## config.mk

```make
export PLATFORM = sky130hd
export DESIGN_NAME = ssd_scan_ctrl
export DESIGN_NICKNAME = d
export VERILOG_FILES = /design/src/rtl/ssd_scan_ctrl.sv
export SDC_FILE = /design/constraint.sdc
export NUM_CORES = 1
export LEC_CHECK = 0
export ABC_AREA = 1
export CAP_MARGIN = 15
export CELL_PAD_IN_SITES_DETAIL_PLACEMENT = 0
export CELL_PAD_IN_SITES_GLOBAL_PLACEMENT = 1
export CORE_AREA = 2 2 113 115
export CTS_CLUSTER_DIAMETER = 60
export DETAILED_ROUTE_END_ITERATION = 16
export DIE_AREA = 0 0 115 117
export PLACE_DENSITY_LB_ADDON = 0.1
export REMOVE_ABC_BUFFERS = 1
export SKIP_CTS_REPAIR_TIMING = 1
export SLEW_MARGIN = 20
export SYNTH_ARGS = -nofsm -noshare
export SYNTH_HDL_FRONTEND = slang
export SYNTH_SLANG_ARGS = --single-unit
```

## constraint.sdc

```tcl
create_clock -name clock_in -period 3.85 [get_ports clock_in]
set_input_delay 0.77 -clock clock_in [delete_from_list [all_inputs] [get_ports clock_in]]
set_output_delay 0.77 -clock clock_in [all_outputs]
set_load 0.02 [all_outputs]
```

## src/rtl/ssd_scan_ctrl.sv

```systemverilog
// Scan controller for a 4-digit common-anode seven-segment display.
// Each digit slot is a blanking gap followed by the lit period. New values arrive
// through a load/ack handshake and are committed only at frame boundaries, so a
// frame never mixes old and new digits.
module ssd_scan_ctrl #(
    parameter int unsigned SLOT_CYCLES  = 100000,
    parameter int unsigned BLANK_CYCLES = 1000,
    parameter int unsigned CNT_W        = 17
) (
    input  logic        clock_in,
    input  logic        reset_n,
    input  logic [15:0] value_in,
    input  logic [3:0]  dp_in,
    input  logic        load,
    output logic        load_ack,
    input  logic [3:0]  digit_en,
    input  logic        lz_suppress,
    output logic [3:0]  an,
    output logic [6:0]  seg,
    output logic        dp,
    output logic        frame_start
);

    typedef enum logic [0:0] {StBlank, StShow} state_e;

    localparam logic [CNT_W-1:0] SlotLast  = CNT_W'(SLOT_CYCLES - 1);
    localparam logic [CNT_W-1:0] BlankLast = CNT_W'(BLANK_CYCLES - 1);

    state_e           state_q, state_d;
    logic [CNT_W-1:0] cnt_q, cnt_d;
    logic [1:0]       idx_q, idx_d;
    logic [15:0]      disp_q, disp_d;
    logic [3:0]       disp_dp_q, disp_dp_d;
    logic [15:0]      stage_q, stage_d;
    logic [3:0]       stage_dp_q, stage_dp_d;
    logic             pending_q, pending_d;
    logic [3:0]       an_q, an_d;
    logic [6:0]       seg_q, seg_d;
    logic             dp_q, dp_d;
    logic             ack_q, ack_d;
    logic             fs_q, fs_d;
    logic             boundary;

    // Active-low {g,f,e,d,c,b,a} pattern for one hex digit.
    function automatic logic [6:0] hex_to_seg(input logic [3:0] h);
        logic [6:0] s;
        case (h)
            4'h0:    s = 7'b1000000;
            4'h1:    s = 7'b1111001;
            4'h2:    s = 7'b0100100;
            4'h3:    s = 7'b0110000;
            4'h4:    s = 7'b0011001;
            4'h5:    s = 7'b0010010;
            4'h6:    s = 7'b0000010;
            4'h7:    s = 7'b1111000;
            4'h8:    s = 7'b0000000;
            4'h9:    s = 7'b0010000;
            4'hA:    s = 7'b0001000;
            4'hB:    s = 7'b0000011;
            4'hC:    s = 7'b1000110;
            4'hD:    s = 7'b0100001;
            4'hE:    s = 7'b0000110;
            default: s = 7'b0001110;
        endcase
        return s;
    endfunction

    // Slot sequencing: blank gap, then show, then advance to the next digit.
    always_comb begin
        state_d = state_q;
        idx_d   = idx_q;
        cnt_d   = (cnt_q == SlotLast) ? '0 : cnt_q + CNT_W'(1);
        unique case (state_q)
            StBlank: begin
                if (cnt_q == BlankLast) begin
                    state_d = StShow;
                end
            end
            StShow: begin
                if (cnt_q == SlotLast) begin
                    state_d = StBlank;
                    idx_d   = idx_q + 2'd1;
                end
            end
            default: state_d = StBlank;
        endcase
        boundary = (state_d == StBlank) && (idx_d == 2'd0) && (cnt_d == '0);
    end

    // Staging and commit; a load on the edge entering the boundary is merged so
    // the newest value is the one committed.
    always_comb begin
        stage_d    = load ? value_in : stage_q;
        stage_dp_d = load ? dp_in : stage_dp_q;
        pending_d  = pending_q | load;
        disp_d     = disp_q;
        disp_dp_d  = disp_dp_q;
        ack_d      = 1'b0;
        if (boundary && pending_d) begin
            disp_d    = stage_d;
            disp_dp_d = stage_dp_d;
            pending_d = 1'b0;
            ack_d     = 1'b1;
        end
    end

    // Output decode from next state so the pins line up with the FSM cycle.
    always_comb begin
        logic [15:0] upper;
        logic        suppressed;
        logic        visible;
        upper      = disp_d >> {idx_d, 2'b00};
        suppressed = lz_suppress && (idx_d != 2'd0) && (upper == 16'h0000);
        visible    = (state_d == StShow) && digit_en[idx_d] && !suppressed;
        an_d       = 4'hF;
        seg_d      = 7'h7F;
        dp_d       = 1'b1;
        fs_d       = boundary;
        if (visible) begin
            an_d[idx_d] = 1'b0;
            seg_d       = hex_to_seg(disp_d[{idx_d, 2'b00} +: 4]);
            dp_d        = ~disp_dp_d[idx_d];
        end
    end

    // State and output registers.
    always_ff @(posedge clock_in or negedge reset_n) begin
        if (!reset_n) begin
            state_q    <= StBlank;
            cnt_q      <= '0;
            idx_q      <= 2'd0;
            disp_q     <= 16'h0000;
            disp_dp_q  <= 4'h0;
            stage_q    <= 16'h0000;
            stage_dp_q <= 4'h0;
            pending_q  <= 1'b0;
            an_q       <= 4'hF;
            seg_q      <= 7'h7F;
            dp_q       <= 1'b1;
            ack_q      <= 1'b0;
            // Reset parks the FSM on the frame boundary, so the first cycle after
            // release is itself a frame start.
            fs_q       <= 1'b1;
        end else begin
            state_q    <= state_d;
            cnt_q      <= cnt_d;
            idx_q      <= idx_d;
            disp_q     <= disp_d;
            disp_dp_q  <= disp_dp_d;
            stage_q    <= stage_d;
            stage_dp_q <= stage_dp_d;
            pending_q  <= pending_d;
            an_q       <= an_d;
            seg_q      <= seg_d;
            dp_q       <= dp_d;
            ack_q      <= ack_d;
            fs_q       <= fs_d;
        end
    end

    assign an          = an_q;
    assign seg         = seg_q;
    assign dp          = dp_q;
    assign load_ack    = ack_q;
    // Held low while in reset; pulses on the boundary cycle right after release.
    assign frame_start = fs_q & reset_n;

endmodule
```

After elaboration in Yosys (flattened, before gate mapping). Memory sizes are Yosys's and may differ from the RTL's. Cells that the tools add are included.

Add/sub/neg operators: 2. Magnitude comparators: 2. Equality and inequality tests: 2. Shift operators: 2. Muxes and demuxes: 21. Bitwise logic cells: 6. Reduce and logical (&&, ||, !) cells: 13.

Operators by type and width (count): $mux W16 (2); $add A17 B1 Y17 const B (1); $eq A17 B10 Y1 const B (1); $eq A17 B17 Y1 const B (1); $logic_not A17 Y1 (1); $mux W17 (1); $logic_not A16 Y1 (1); $shiftx A16 B5 Y4 (1); $shr A16 B4 Y16 (1); $mux W4 (3); $logic_and A1 B1 Y1 (8); $mux W1 (8); $mux W7 (1); $bmux W1 S2 (2); $mux W2 (2); $not A4 Y4 (1); $lt A2 B3 Y1 const B (1); $not A1 Y1 (3); $add A2 B1 Y2 const B (1); $demux W1 S2 (1); $ge A2 B1 Y1 const B (1); $logic_not A2 Y1 (1); $pmux W1 S2 (1); $reduce_bool A2 Y1 (1); 3 further kinds (3).

Register bits: 75. ROM bits: 112. Input bits: 28. Output and inout port bits: 14. Logic and storage cells: 62. Memories: 1.

Memories: (no name shown) (depth 16, width 7, rd ports 1, clocked after Yosys merged registers in 0, write ports 0, line 47) `case (h)`.

Depth between registers and ports, before layout. Gate-level depths: netlist of the first run.

Depth after elaboration: 14. Gate-level depth with buffers: 27. Depth with buffers taken out: 25.

Least setup slack after synthesis of the first run. No wires, ideal clock.

Kind: register -> register. Start: register cnt_q[0]. End: register an_q[1] (netlist: an[1]). Setup time: 0.088 ns. Data arrival time: 2.960 ns. Data required time: 3.762 ns. Slack: 0.802 ns. Stages on the path, launching flop included: 26. Path buffers: 2. Clock period less this slack: 3.048 ns. Cell sequence: dfrtp_1 ha_1 nand2_1 nor2_1 nand2_1 xor2_1 nand3_1 nor2_1 nand2_1 nor2_4 nand3_4 buf_6 nand2_1 nand3_1 nand2_1 inv_1 nand2_1 inv_1 ha_1 nand3_1 a21oi_1 nand2_1 nor2_2 a21oi_4 buf_6 nand2_1.

Longest elaborated chain between the ends: 14. Elaborated cells between the ends (all ways): 33. Classes of those cells: add/sub (1); order compare (2); eq/ne (2); shift (1); mux (12); bitwise (2); reduce/logical (13).

RTL lines: start: declaration (line 30) `logic [CNT_W-1:0] cnt_q, cnt_d;`; start signal: assignment (line 146) `cnt_q <= cnt_d;`; branches (longest 13 deep; another with $add A17 B1 Y17); $mux W4 (*) (line 119) `if (visible) begin`; net an_d[1] (line 37) `logic [3:0] an_q, an_d;`; end signal: assignment (line 153) `an_q <= an_d;`; end: declaration (line 37).

Mark *: on every way through the listed nets, which the timed path passes. The select of a mux whose other input is x is not followed.

Worst setup path in the final report of the first run.
Start: register cnt_q[0]. End: register seg_q[5] (netlist: seg[5]).

Longest elaborated chain between the ends: 14. Elaborated cells between the ends (all ways): 29. Classes of those cells: add/sub (1); eq/ne (2); shift (2); mux (10); bitwise (1); reduce/logical (12); memory (1).

RTL lines: branches (longest 13 deep; another with $add A17 B1 Y17); $mux W7 (*) (line 119); net seg_d[5] (line 38) `logic [6:0] seg_q, seg_d;`; end signal: assignment (line 154) `seg_q <= seg_d;`; end: declaration (line 38).

Marks and branches as above.

==> results.yml, run 1 <==
clock_tree:
  htreeDepth: 3
  cts_tree: "built"
  cts_sinks: 75
  clkLatencyLatePin_ns: 0.35
  root_buffer: "clkbuf_16"
  numCtsBuffers: 9
  max-clock-path-buffers: 2
  path_clk_slew_ns: 0.06
placed_design:
  hpwlAfterDp_um: 8420
  placement.io_buffers: 41
  post-place-ws_ns: 0.282
  place_congestion: 0.865
global_routing:
  antenna_found_initial: 0
  grt_pass1_wl_um: 18500
  grtUsageTotal_pct: 18.0
  grt_pass1_vias: 3664
  grt_max_degree: 68
  grt.overflow.total: 0
timing:
  min_period_over_period_pct: 90.1
  rsz0062_at_grt: "no"
  setup_viol: 0
  finalSetupTns_ns: 0
  fin_skew_ns: 0.00788
  worst_slew_pin_slew_ns: 0.871
  finalHoldViolCount: 0
  min_period_ns: 3.47
  fin_ws_ns: 0.383
  worst_slew_margin_rel_pct: 42.0
  fmaxAchievable_mhz: 288
  maxSlewViolCount: 0
routing:
  vias: 3633
  drc: 0
  dr.pass1.iters: 4
  routedWlPerCell_um: 14.4
  drtIter0Drc: 220
  ant_nets: 0
  wl_um: 11100
  vias_per_cell: 4.72
layout:
  layout-drive-gt1-share_pct: 15.5
  fillers: 1252
  fin_nets: 650
  antenna_cells: 0
  area_delta_synth_final_pct: 24.6
floorplanning:
  dieArea_um2: 13500
  initial_utilization_pct: 34.3
  ios: 42
  fp.dieW_um: 115
  rows: 41
  die_y_um: 117
  core_area_um2: 12300
synthesis:
  ys_seq_area_share_pct: 44.8
  synth_edf_count: 0
  synthTopCellsByArea: "dfrtp_1, nand2_1, dfstp_2"
  ys_ff_latch: 75
  synth_top_area_share_pct: 36.7
  synth.distinct_cells: 37
  syn-instance-count: 554
  synth.avg_cell_area_um2: 7.63
  yosys_warnings: 0
  synth-main-ff-cell: "dfrtp_1"
  synth.largest_area_cell: "dfrtp_1"
  netlist_area_um2: 4230
  async_reset_ff_share_pct: 100
worst_setup_path:
  worstPathArrival_ns: 3.75
  path_cells: "ha_1 -> nand2_1 -> nor2_1 -> nand2_1 -> clkinv_1 -> nand4_1 -> nand3_1 -> nand3_1 -> nor2_4 -> buf_4 -> nand4_1 -> nand3_1 -> nand2_1 -> inv_1 -> nand2_1 -> inv_2 -> ha_1 -> nand3_1 -> a21oi_1 -> nand2_1 -> nor2_4 -> a21oi_4 -> nand2_1"
  slowest_delay_ns: 0.37
  start_kind: "register"
  cp.required_ns: 4.14
  crit_top_cell: "nand2_1"
  crit_type: "register to register"
  end_kind: "register"
  slowest_stage: "dfrtp_1"
  path_max_fanout: 8
power_and_ir_drop:
  p_per_area_nw_per_um2: 356
  p_leak_nw: 2.64
  ir_drop_v: 0.000216
status:
  status: "completed"
hold_path:
  min-delay-path-class: "primary input to async pin"
run:
  maxCapViolCount: 0
==> through the flow <==
step / utilization (%) / cells / instance area (um^2) / total power, mW / hold WS [ns]
finish: 42.8 / 770 / 5270 / 1.88 / 0.252
global route: 42.8 / 770 / 5270 / 1.95 / 0.246
CTS: 42.1 / 762 / 5180 / 1.91 / 0.245
detailed placement: 39.3 / 746 / 4840 / 0.913 / 0.468
global placement: 39.3 / 746 / 4840 / 0.912 / 0.470
floorplan: - / 546 / 4170 / 0.852 / 0.444
==> registers in the layout, indices dropped and copies added, names as in the netlist <==
| signal | count |
|---|---|
| an | 4 |
| cnt_q | 17 |
| disp_dp_q | 4 |
| disp_q | 16 |
| dp | 1 |
| fs_q | 1 |
| idx_q | 2 |
| load_ack | 1 |
| pending_q | 1 |
| seg | 7 |
| stage_dp_q | 4 |
| stage_q | 16 |
| state_q | 1 |
==> cells in the mapped netlist, drive strengths merged, types with 3 or more instances <==
cell    instances
a21oi           8
and2            8
buf             5
clkbuf          3
dfrtp          62
dfstp          13
ha              7
inv            92
mux2            6
mux2i           4
nand2         178
nand3          51
nand4          25
nor2           61
o21ai          17
==> logic make-up after synthesis <==
kind of cell | count (synthesis) | share of synthesized area (%)
and+or+nand+nor | 327 | 36.1
muxes | 10 | 2.54
xor gates and xnor gates | 2 | 0.414
adders and majority gates | 7 | 2.07
buffers and inverters | 102 | 9.67
DFF | 75 | 44.8
AOI/OAI and AO/OA | 31 | 4.41
==> worst max-delay path, delay by kind of cell (launching register included) <==
kind | cells | cell delay, ns
fa+ha+maj | 2 | 0.38
buf+inv | 4 | 0.43
simple gates | 15 | 2.00
compound gates | 2 | 0.22
flops | 1 | 0.37
==> routing by layer <==
layer / up-vias / GRT usage (%) / routed length [um]
li1: 1853 / - / -
met1: 1720 / 22.7 / 5080
met2: 44 / 30.9 / 5510
met3: 16 / 3.71 / 277
met4: 0 / 6.43 / 223
met5: - / 0 / 0
==> power breakdown <==
part           internal [mW]  total (mW)  switching, mW  leakage [nW]
clock                  0.634       0.982          0.348         0.159
combinational         0.0386      0.0833         0.0447          1.59
sequential             0.809       0.813        0.00450         0.890
==> layout make-up <==
cell class | count | area, um^2 | share of cell area (%)
multi-input cells | 378 | 1970 | 37.3
flip-flops and latches | 75 | 1890 | 35.9
repair buffers | 57 | 528 | 10.0
inverters | 94 | 353 | 6.70
clock buffers | 10 | 229 | 4.34
well taps | 150 | 188 | 3.56
clock inverters | 6 | 114 | 2.16
==> cells in the final DEF (no fill, tap or decap), types with 3 or more instances in the layout <==
master,n
a21oi_1,7
and2_1,8
buf_4,17
bufinv_16,3
clkbuf_16,9
clkdlybuf4s50_1,40
dfrtp_1,62
dfstp_2,13
ha_1,7
inv_1,80
inv_2,12
mux2_2,6
mux2i_1,4
nand2_1,168
nand2_2,7
nand2_4,3
nand3_1,47
nand4_1,23
nor2_1,48
nor2_2,7
nor2_4,6
o21ai_0,14
==> final timing paths <==
path                            cells after the start  slack, ns    startpoint      endpoint
worst max-delay path                               23       0.38      cnt_q[0]        seg[5]
worst min-delay path                                1       0.25       reset_n      cnt_q[5]
worst max register to register                     23       0.38      cnt_q[0]        seg[5]
worst min register to register                      2       0.48  disp_dp_q[2]  disp_dp_q[2]
max in group asynchronous                           2       2.52       reset_n    stage_q[4]
min in group clock_in                               2       0.48  disp_dp_q[2]  disp_dp_q[2]
Note: power is estimated with default switching activity, not from simulation.
==> inputs of run 2 (changes only) <==
--- a/config.mk
+++ b/config.mk
@@ -9,10 +9,12 @@
 export CAP_MARGIN = 15
 export CELL_PAD_IN_SITES_DETAIL_PLACEMENT = 0
 export CELL_PAD_IN_SITES_GLOBAL_PLACEMENT = 1
-export CORE_AREA = 2 2 113 115
+export CORE_AREA = 8 8 119 121
 export CTS_CLUSTER_DIAMETER = 60
+export CTS_CLUSTER_SIZE = 30
 export DETAILED_ROUTE_END_ITERATION = 16
-export DIE_AREA = 0 0 115 117
+export DIE_AREA = 0 0 127 129
+export GPL_ROUTABILITY_DRIVEN = 0
 export PLACE_DENSITY_LB_ADDON = 0.1
 export REMOVE_ABC_BUFFERS = 1
 export SKIP_CTS_REPAIR_TIMING = 1
==> results.yml, run 2 (synthesized netlist as in run 1, its figures left out) <==
layout:
  register_area_um2: 1890
  stdcell_area_um2: 5190
  largest_reg_flops: 17
  area_delta_synth_final_pct: 22.7
  fin_nets: 644
  fillers: 1295
  antenna_cells: 0
  utilization_pct: 42.2
  multi_input_area_um2: 1950
  layout-drive-gt1-share_pct: 14.5
  top_register: "cnt_q"
  reg_top3: "cnt_q: 17 flops, disp_q: 16 flops, stage_q: 16 flops"
  final_common_cell: "nand2_1"
  mostFrequentLayoutCells: "nand2_1, inv_1, dfrtp_1"
  final_cells: 763
worst_setup_path:
  r2r_cells: 25
  crit_top_cell: "nand2_1"
  slowest_delay_ns: 0.37
  reg2reg_slack_ns: 0.38
  worstPathArrival_ns: 3.75
  slowest_stage: "dfrtp_1"
  timing.rr.end: "seg[6]"
  path_max_fanout: 9
  reg2reg_from: "cnt_q[0]"
  cp.required_ns: 4.13
  crit_path_end: "seg[6]"
  end_kind: "register"
  crit_type: "register to register"
  cp-startpoint: "cnt_q[0]"
  start_kind: "register"
routing:
  drc: 0
  wl_um: 10900
  drtIter0Drc: 150
  vias: 3592
  dr.pass1.iters: 4
  routedWlPerCell_um: 14.3
  ant_nets: 0
  vias_per_cell: 4.71
power_and_ir_drop:
  p_per_area_nw_per_um2: 346
  internal_power_mw: 1.43
  power.switching_mw: 0.371
  finalPower_mw: 1.80
  ir_drop_v: 0.000253
  seqPwrFrac_pct: 45.2
  pwr-share-comb_pct: 4.6
  switching_share_pct: 20.6
  p_leak_nw: 2.61
  power_frac_clock_pct: 50.1
floorplanning:
  dieArea_um2: 16400
  ios: 42
  fp.dieW_um: 127
  die_y_um: 129
  initial_utilization_pct: 34.3
  core_area_um2: 12300
  rows: 41
clock_tree:
  clkLatencyLatePin_ns: 0.34
  root_buffer: "clkbuf_16"
  htreeDepth: 3
  cts_sinks: 75
  path_clk_slew_ns: 0.06
  max-clock-path-buffers: 2
  cts_tree: "built"
  numCtsBuffers: 9
global_routing:
  antenna_found_initial: 0
  grt.overflow.total: 0
  grt_pass1_wl_um: 18200
  grt_max_degree: 76
  grtUsageTotal_pct: 14.3
  grt_pass1_vias: 3686
timing:
  min_period_over_period_pct: 90.1
  min_period_ns: 3.47
  finalHoldViolCount: 0
  setup_viol: 0
  fin_ws_ns: 0.380
  maxSlewViolCount: 0
  fmaxAchievable_mhz: 288
  worst_slew_pin_slew_ns: 0.697
  fin_skew_ns: 0.00751
  worst_slew_margin_rel_pct: 53.5
placed_design:
  place_inst: 745
  placement.io_buffers: 41
  post-place-ws_ns: 0.307
  dpl_cell_area_um2: 4830
  hpwlAfterDp_um: 8440
status:
  status: "completed"
run:
  maxCapViolCount: 0
hold_path:
  min-delay-path-class: "register to register"
run 2: worst min path at each step:
| stage | start | endpoint | slack [ns] | depth (start not counted) |
|---|---|---|---|---|
| 2_1_floorplan | stage_q[10] | stage_q[10] | 0.44 | 2 |
| 3_3_place_gp | stage_q[12] | stage_q[12] | 0.47 | 2 |
| 3_5_place_dp | stage_q[8] | stage_q[8] | 0.47 | 2 |
| 4_1_cts | stage_q[12] | stage_q[12] | 0.48 | 2 |
| 5_1_grt | stage_q[12] | stage_q[12] | 0.50 | 2 |
| 6_report | stage_q[10] | stage_q[10] | 0.48 | 2 |
run 2: through the flow:
step	hold WS (ns)	setup TNS [ns]
after CTS	0.484	0
after global routing	0.498	-0.00845
after floorplan	0.444	0
after global placement	0.466	0
final	0.481	0
after detailed placement	0.468	0
run 2: layer usage:
| metal | vias up | wire (um) | global-route usage [%] |
|---|---|---|---|
| li1 | 1848 | - | - |
| met4 | 0 | 257 | 6.44 |
| met3 | 21 | 294 | 3.89 |
| met1 | 1685 | 4960 | 16.3 |
| met5 | - | 0 | 0 |
| met2 | 38 | 5440 | 24.7 |
run 2: final cells by class:
| cell class | count | area share [%] |
|---|---|---|
| flip-flops and latches | 75 | 36.5 |
| repair buffers | 51 | 9.38 |
| inverters | 94 | 6.80 |
| clock buffers | 10 | 4.60 |
| multi-input cells | 378 | 37.6 |
| clock inverters | 5 | 1.49 |
| well taps | 150 | 3.62 |
run 2: power by group through the flow:
stage | Clock [mW] | Sequential [mW] | Combinational, mW
CTS | 0.937 | 0.813 | 0.0865
global placement | 0 | 0.827 | 0.0843
detailed placement | 0 | 0.827 | 0.0861
global route | 0.964 | 0.815 | 0.0951
floorplan | 0 | 0.826 | 0.0266
finish | 0.902 | 0.813 | 0.0832
run 2: worst max-delay path, delay by kind of cell (launching register included):
| kind | cells | cell delay, ns |
|---|---|---|
| buffers and inverters | 4 | 0.46 |
| and+or+nand+nor | 17 | 2.00 |
| AOI/OAI and AO/OA | 2 | 0.22 |
| DFF | 1 | 0.37 |
| adders and majority gates | 2 | 0.37 |
